[config.mk]
export PLATFORM = sky130hd
export DESIGN_NAME = rca_burst_accumulator
export DESIGN_NICKNAME = d
export VERILOG_FILES = /design/src/rtl/rca_burst_accumulator.sv
export SDC_FILE = /design/constraint.sdc
export NUM_CORES = 1
export LEC_CHECK = 0
export CORE_ASPECT_RATIO = 0.8
export CORE_UTILIZATION = 40
export CTS_CLUSTER_DIAMETER = 150
export CTS_CLUSTER_SIZE = 24
export DETAILED_ROUTE_END_ITERATION = 8
export DONT_BUFFER_PORTS = 1
export HOLD_SLACK_MARGIN = 0.12
export RECOVER_POWER = 25
export SKIP_LAST_GASP = 1
export SLEW_MARGIN = 30
export SYNTH_ARGS = -nofsm -noshare
export SYNTH_HDL_FRONTEND = slang
export SYNTH_SLANG_ARGS = --single-unit
[constraint.sdc]
create_clock -name clk -period 3.69 [get_ports clk]
set_input_delay 0.738 -clock clk [delete_from_list [all_inputs] [get_ports clk]]
set_output_delay 0.738 -clock clk [all_outputs]
set_load 0.02 [all_outputs]
[src/rtl/rca_burst_accumulator.sv]
// rca_burst_accumulator: burst accumulator around an external N-bit RCA; define RCA_ACC_SATURATE_EN to clamp acc to all ones on carry-out
module rca_burst_accumulator #(
  parameter int N = 16,
  parameter int CNT_W = 8
) (
  input  logic             clk,
  input  logic             rst,
  input  logic             start,
  input  logic [CNT_W-1:0] len,
  input  logic             in_valid,
  input  logic [N-1:0]     in_data,
  output logic             in_ready,
  output logic [N-1:0]     add_a,
  output logic [N-1:0]     add_b,
  output logic             add_cin,
  input  logic [N-1:0]     add_sum,
  input  logic             add_cout,
  output logic             out_valid,
  output logic [N-1:0]     out_sum,
  output logic             out_ovf,
  output logic [CNT_W-1:0] out_count,
  input  logic             out_ready,
  output logic             busy
);
  typedef enum logic [1:0] {IDLE, ACCUM, DONE} state_t;
  state_t state, state_nx;
  logic [N-1:0] acc, acc_nx;
  logic ovf;
  logic [CNT_W-1:0] count, remaining;
  logic beat, go;
  assign in_ready = state == ACCUM;
  assign out_valid = state == DONE;
  assign busy = state != IDLE;
  assign beat = in_valid && in_ready;
  assign go = state == IDLE && start;
  assign add_a = acc;
  assign add_b = in_data;
  assign add_cin = 1'b0;
  assign out_sum = acc;
  assign out_ovf = ovf;
  assign out_count = count;
`ifdef RCA_ACC_SATURATE_EN
  assign acc_nx = add_cout ? '1 : add_sum;
`else
  assign acc_nx = add_sum;
`endif
  always_comb begin
    state_nx = state;
    state_nx = go ? ((len != '0) ? ACCUM : DONE) :
               (beat && remaining == CNT_W'(1)) ? DONE :
               (out_valid && out_ready) ? IDLE : state;
  end
  always_ff @(posedge clk) begin
    if (rst) begin
      state <= IDLE;
      acc <= '0;
      ovf <= 1'b0;
      count <= '0;
      remaining <= '0;
    end else begin
      state <= state_nx;
      if (go) begin
        acc <= '0;
        ovf <= 1'b0;
        count <= '0;
        remaining <= len;
      end else if (beat) begin
        acc <= acc_nx;
        ovf <= ovf | add_cout;
        count <= count + 1'b1;
        remaining <= remaining - 1'b1;
      end
    end
  end
endmodule

; After elaboration in Yosys (flattened, before gate mapping)
; Index checks and enable logic that the tools add are counted.
[totals]
reg_bits = 35
latchBits = 0
mem_bits_rw = 0
rom_bits = 0
out_inout_bits = 61
wordCells = 27
n_memories = 0
[classes]
addsub = 2
mul = 0
div = 0
magnitude_cmp = 0
n_eq_ne = 3
shifts = 0
mux = 6
bitwise_logic = 1
n_reduce_logical = 10
[ops]
columns = op, n
row1 = 8-bit two-way mux, 2
row2 = 8-bit by 1-bit adder with 8-bit output (second input constant), 1
row3 = 8-bit by 1-bit equality test with 1-bit output (second input constant), 1
row4 = 2-bit two-way mux, 4
row5 = 8-bit nonzero test, 1
row6 = 8-bit by 1-bit subtractor with 8-bit output (second input constant), 1
row7 = 1-bit logical AND, 4
row8 = 2-bit nonzero test, 2
row9 = 3-bit nonzero test, 1
row10 = 2-bit by 1-bit equality test with 1-bit output (second input constant), 1
row11 = 2-bit equality test (second input constant), 1
row12 = 2-bit zero test, 1
row13 = 2-bit OR reduction, 1
row14 = 1-bit bitwise OR, 1

; Depth between registers and ports, before layout
[depth]
depth_word = 5
ltp_mapped = 6
ltp_nobuf = 6

; Worst setup path before layout
; Ideal clock, no wire load.
[synth_timing]
path_kind = input-to-reg
startpoint = in start
endpoint = reg count[0], in the netlist out_count[0]
setup_time_ns = 0.128
arrival_time_ns = 1.667
required_ns = 3.562
slack_ns = 1.895
cell_stages = 5
n_path_buf = 2
path_cell_list = nor3b_1 > or2_2 > clkbuf_1 > clkbuf_1 > nor2_1
[synth_via]
elab_chain_len = 2
[synth_rtl]
columns = element, line_no
row1 = "start, declared", 8  ; input logic start,
row2 = 1-bit logical AND, 35  ; assign go = state == IDLE && start;
row3 = 2-bit OR reduction (no source line), --
row4 = "end signal, assigned", 70  ; count <= count + 1'b1;
row5 = "end, declared", 29  ; logic [CNT_W-1:0] count, remaining;
; No other way between the ends.
; A chain may end at the register's enable or synchronous reset.

; Worst setup path after layout
[layout_timing]
startpoint = reg state[0]
endpoint = reg state[0]
[layout_via]
elab_chain_len = 5
elab_cells_between_ends = 10
[layout_rtl]
columns = element, line_no
row1 = "start, declared", 26  ; state_t state, state_nx;
row2 = "start signal, assigned", 61  ; state <= state_nx;
row3 = 2-bit by 1-bit equality test with 1-bit output, 31  ; assign in_ready = state == ACCUM;
row4 = 1-bit logical AND, 34  ; assign beat = in_valid && in_ready;
row5 = 1-bit logical AND, 50  ; (beat && remaining == CNT_W'(1)) ? DONE :
row6 = 2-bit two-way mux, 50
row7 = 2-bit two-way mux, 49  ; state_nx = go ? ((len != '0) ? ACCUM : DONE) :
; Several ways; a longest one is shown, not always the timed one.

==> summary.md <==
| Metric | Value |
|---|---|
| Die footprint | between 4000 and 5000 um2 |
| Pins Over Slew Limit | 0 |
| Vias | between 1,000 and 1,500 |
| Post-CTS sizing | 0 |
| I/O pin count | 107 |
| VDD IR max | between 200 and 250 uV |
| P per Cell Area | roughly 510 nW/um2 |
| Initial drt markers | 54 |
| Setup Crit Path Kind | reg -> reg |
| Delay-heaviest family, CP | simple AND/OR/NAND/NOR gates |
| H-tree Lvls | 2 |
| CTS sink cnt | 35 |
| Post-Synthesis Cells | between 200 and 250 |
| Placeable Area | around 4200 um2 |
| Initial Util | 0.418 |
| Crit Reg-Reg Startpoint | state[0] |
| Max_cap viols | 0 |
| Number of remaining DRC errors | 0 |
| CTS Hold Bufs | 0 |
| Cell Area, Synth | about 1700 um2 |
| Commonest cells after routing, fill and taps aside | nand2_1, dfxtp_1, a21oi_1, nor2_1, clkbuf_8 |
| Fmax | 0.497 GHz |
| Footprint of the multi-input gates | around 740 um2 |
| Hold Path Sink | remaining[5] |
| Status | finished, final reports clean |
| Slowest-stage cell, CP | or4_4 |
| Commonest non-fill, non-tap cell in the layout | nand2_1 |
| HP Start | remaining[5] |
| Fin Clk Skew | 2.73 ps |
| Root buffer cell | clkbuf_8 |
| Crit Path Max Fanout | 18 |
| Setup TNS | 0 ps |
| Placer congestion estimate | about 0.77 |
| Largest net degree at the start of global routing | 26 |
| Post-synth cell types | 32 |
| Final Net Count | 237 |
| Setup Buffers After CTS | 0 |
| Clock latency on the worst-skew pair | 280 ps |
| Total Routed Length | ~3.4 mm |
| Die width | approximately 76 um |
| N_diodes | 0 |
| Storage cell area | around 700 um2 |
| R2r setup slk | around 1700 ps |
| CP endpoint kind | flop |
| WL/cell | approximately 14 um |
| Num CTS Buffers | 5 |
| HP Class | reg -> reg |
| Post-synthesis sequential area ratio | 0.401 |
| GR Overflow Total | 0 |
| Port Buffers | 0 |
| Row count | 21 |
| Worst Setup Start Kind | flop |
| Area Growth Syn to Fin | -4.44% |
| Total track usage | 0.146 |
| Crit path required time | ~3900 ps |
| Global-route wire length before repair | around 4.9 mm |
| Synth Warn # | 0 |
| Clock slew at reported path FFs | about 70 ps |
| Final Hold Viols | 0 |
| RSZ-0062 raised after global routing | false |
| Worst hold path cell count | 2 |
| Crit path DAT | roughly 2200 ps |
| Max incr delay on CP | between 700 and 800 ps |
| Tcrit/Tclk final | 0.545 |
| FF+latch count, synth | 35 |
| Dpl hpwl | between 2 and 2.5 mm |
| Leakage | 0.574 nW |
| Clk buf depth | 2 |
| Util after Layout | 0.400 |
| Vias per cell | 5.16 |
| Crit path buf inv count | 0 |
| Number of fill cells in the layout | between 400 and 500 |
| Initial antenna violation count | 0 |
| CTS tree | built |
| CP Cell Sequence | nand3b_1, or4_4, a22oi_2, nor2_1 |
| Rel. slew slack | 0.516 |
| Post-route cell area | 1670 um2 |
| Final min period | between 2000 and 2500 ps |
| Die Height | 61.1 um |
| Post-route total power | roughly 0.86 mW |
| Syn avg cell area | ~7.9 um2 |
| Worst-Margin Slew | just over 700 ps |
| CP Launch Point | state[0] |
| Vias in the first global route | 1,044 |
| R2r worst-path depth | 4 |
| Syn nets | between 200 and 300 |
| R2r endpoint | state[0] |
| # setup viols final | 0 |
| Antenna-violating nets left | 0 |
| Drt first pass iters | 4 |
| Dpl cell area | ~1600 um2 |
| Layout cell share with drive strength beyond 1 | 0.0899 |
state kept, by name, indices dropped and copies added (netlist names):
name and cells:
remaining 8, add_a 16, out_count 8, state 2, out_ovf 1
synth_stat cells:
master | count | share of area
nor2_1 | 18 | 0.039
nand3b_1 | 1 | 0.0043
xnor2_1 | 3 | 0.015
a31oi_1 | 2 | 0.0072
nor4_1 | 3 | 0.011
ha_1 | 3 | 0.021
or2_2 | 1 | 0.0036
o311ai_0 | 2 | 0.010
a22oi_2 | 1 | 0.0072
clkbuf_1 | 11 | 0.024
nor3_1 | 5 | 0.014
buf_4 | 33 | 0.14
and3b_1 | 1 | 0.0050
and3_1 | 1 | 0.0036
nor2b_1 | 2 | 0.0072
nand4_1 | 3 | 0.011
o21ai_0 | 5 | 0.014
nand2_1 | 39 | 0.084
dfxtp_1 | 35 | 0.40
xor2_1 | 3 | 0.015
a22oi_1 | 1 | 0.0043
nand3_1 | 4 | 0.011
a221oi_1 | 2 | 0.010
o21a_1 | 1 | 0.0043
or3_2 | 2 | 0.0086
conb_1 | 1 | 0.0021
inv_1 | 4 | 0.0086
a21oi_1 | 28 | 0.080
or3_1 | 2 | 0.0072
or4_4 | 2 | 0.013
nor3b_1 | 1 | 0.0043
nand2b_1 | 2 | 0.0072
logic make-up (layout without fill, tap and decap cells):
| kind of cell | after synthesis | after routing | share of synthesized area |
|---|---|---|---|
| flip-flops | 35 | 35 | 0.401 |
| XOR/XNOR | 6 | 6 | 0.0301 |
| AO/OA/AOI/OAI | 42 | 42 | 0.138 |
| adder cells (fa/ha/maj) | 3 | 3 | 0.0215 |
| buffers and inverters | 48 | 15 | 0.174 |
| AND/OR/NAND/NOR | 87 | 87 | 0.234 |
| other | 1 | 1 | 0.00215 |
how the worst max path moves through the flow:
stage	to	slack, ps	cells past startpoint
after floorplan	out_count[0]	1900	5
after global placement	state[0]	1480	4
after detailed placement	state[0]	1450	4
after CTS	state[0]	1680	4
after global routing	remaining[6]	1590	4
final	state[0]	1680	4
where the power goes:
| part | switching (mW) | internal, mW |
|---|---|---|
| clock network | 0.138 | 0.219 |
| registers | 0.0265 | 0.392 |
| logic | 0.0523 | 0.0313 |
layer usage:
layer / up-vias / track usage / share of wire
li1: 640 / - / -
met1: 573 / 0.183 / 0.47
met2: 51 / 0.219 / 0.44
met3: 6 / 0.0556 / 0.078
met4: 0 / 0.0741 / 0.015
met5: - / 0 / 0
layout make-up:
type                    instances  area share
clock inverters                 2      0.0210
repair buffers                  3      0.0135
multi-input cells             139       0.445
clock buffers                   6      0.0495
well taps                      57      0.0427
flip-flops and latches         35       0.420
inverters                       4     0.00900
stage by stage:
step	setup slack [ps]	hold slack [ps]	cells
global route	1590	496	246
CTS	1680	475	246
global placement	1480	462	238
floorplan	1900	452	222
detailed placement	1450	469	238
finish	1680	479	246
worst register-to-register path, delay by kind of cell (launching register included):
kind | cells | cell delay (ps)
flops | 1 | 460
compound gates | 1 | 130
simple gates | 3 | 1330
(Power assumes the default switching activity.)
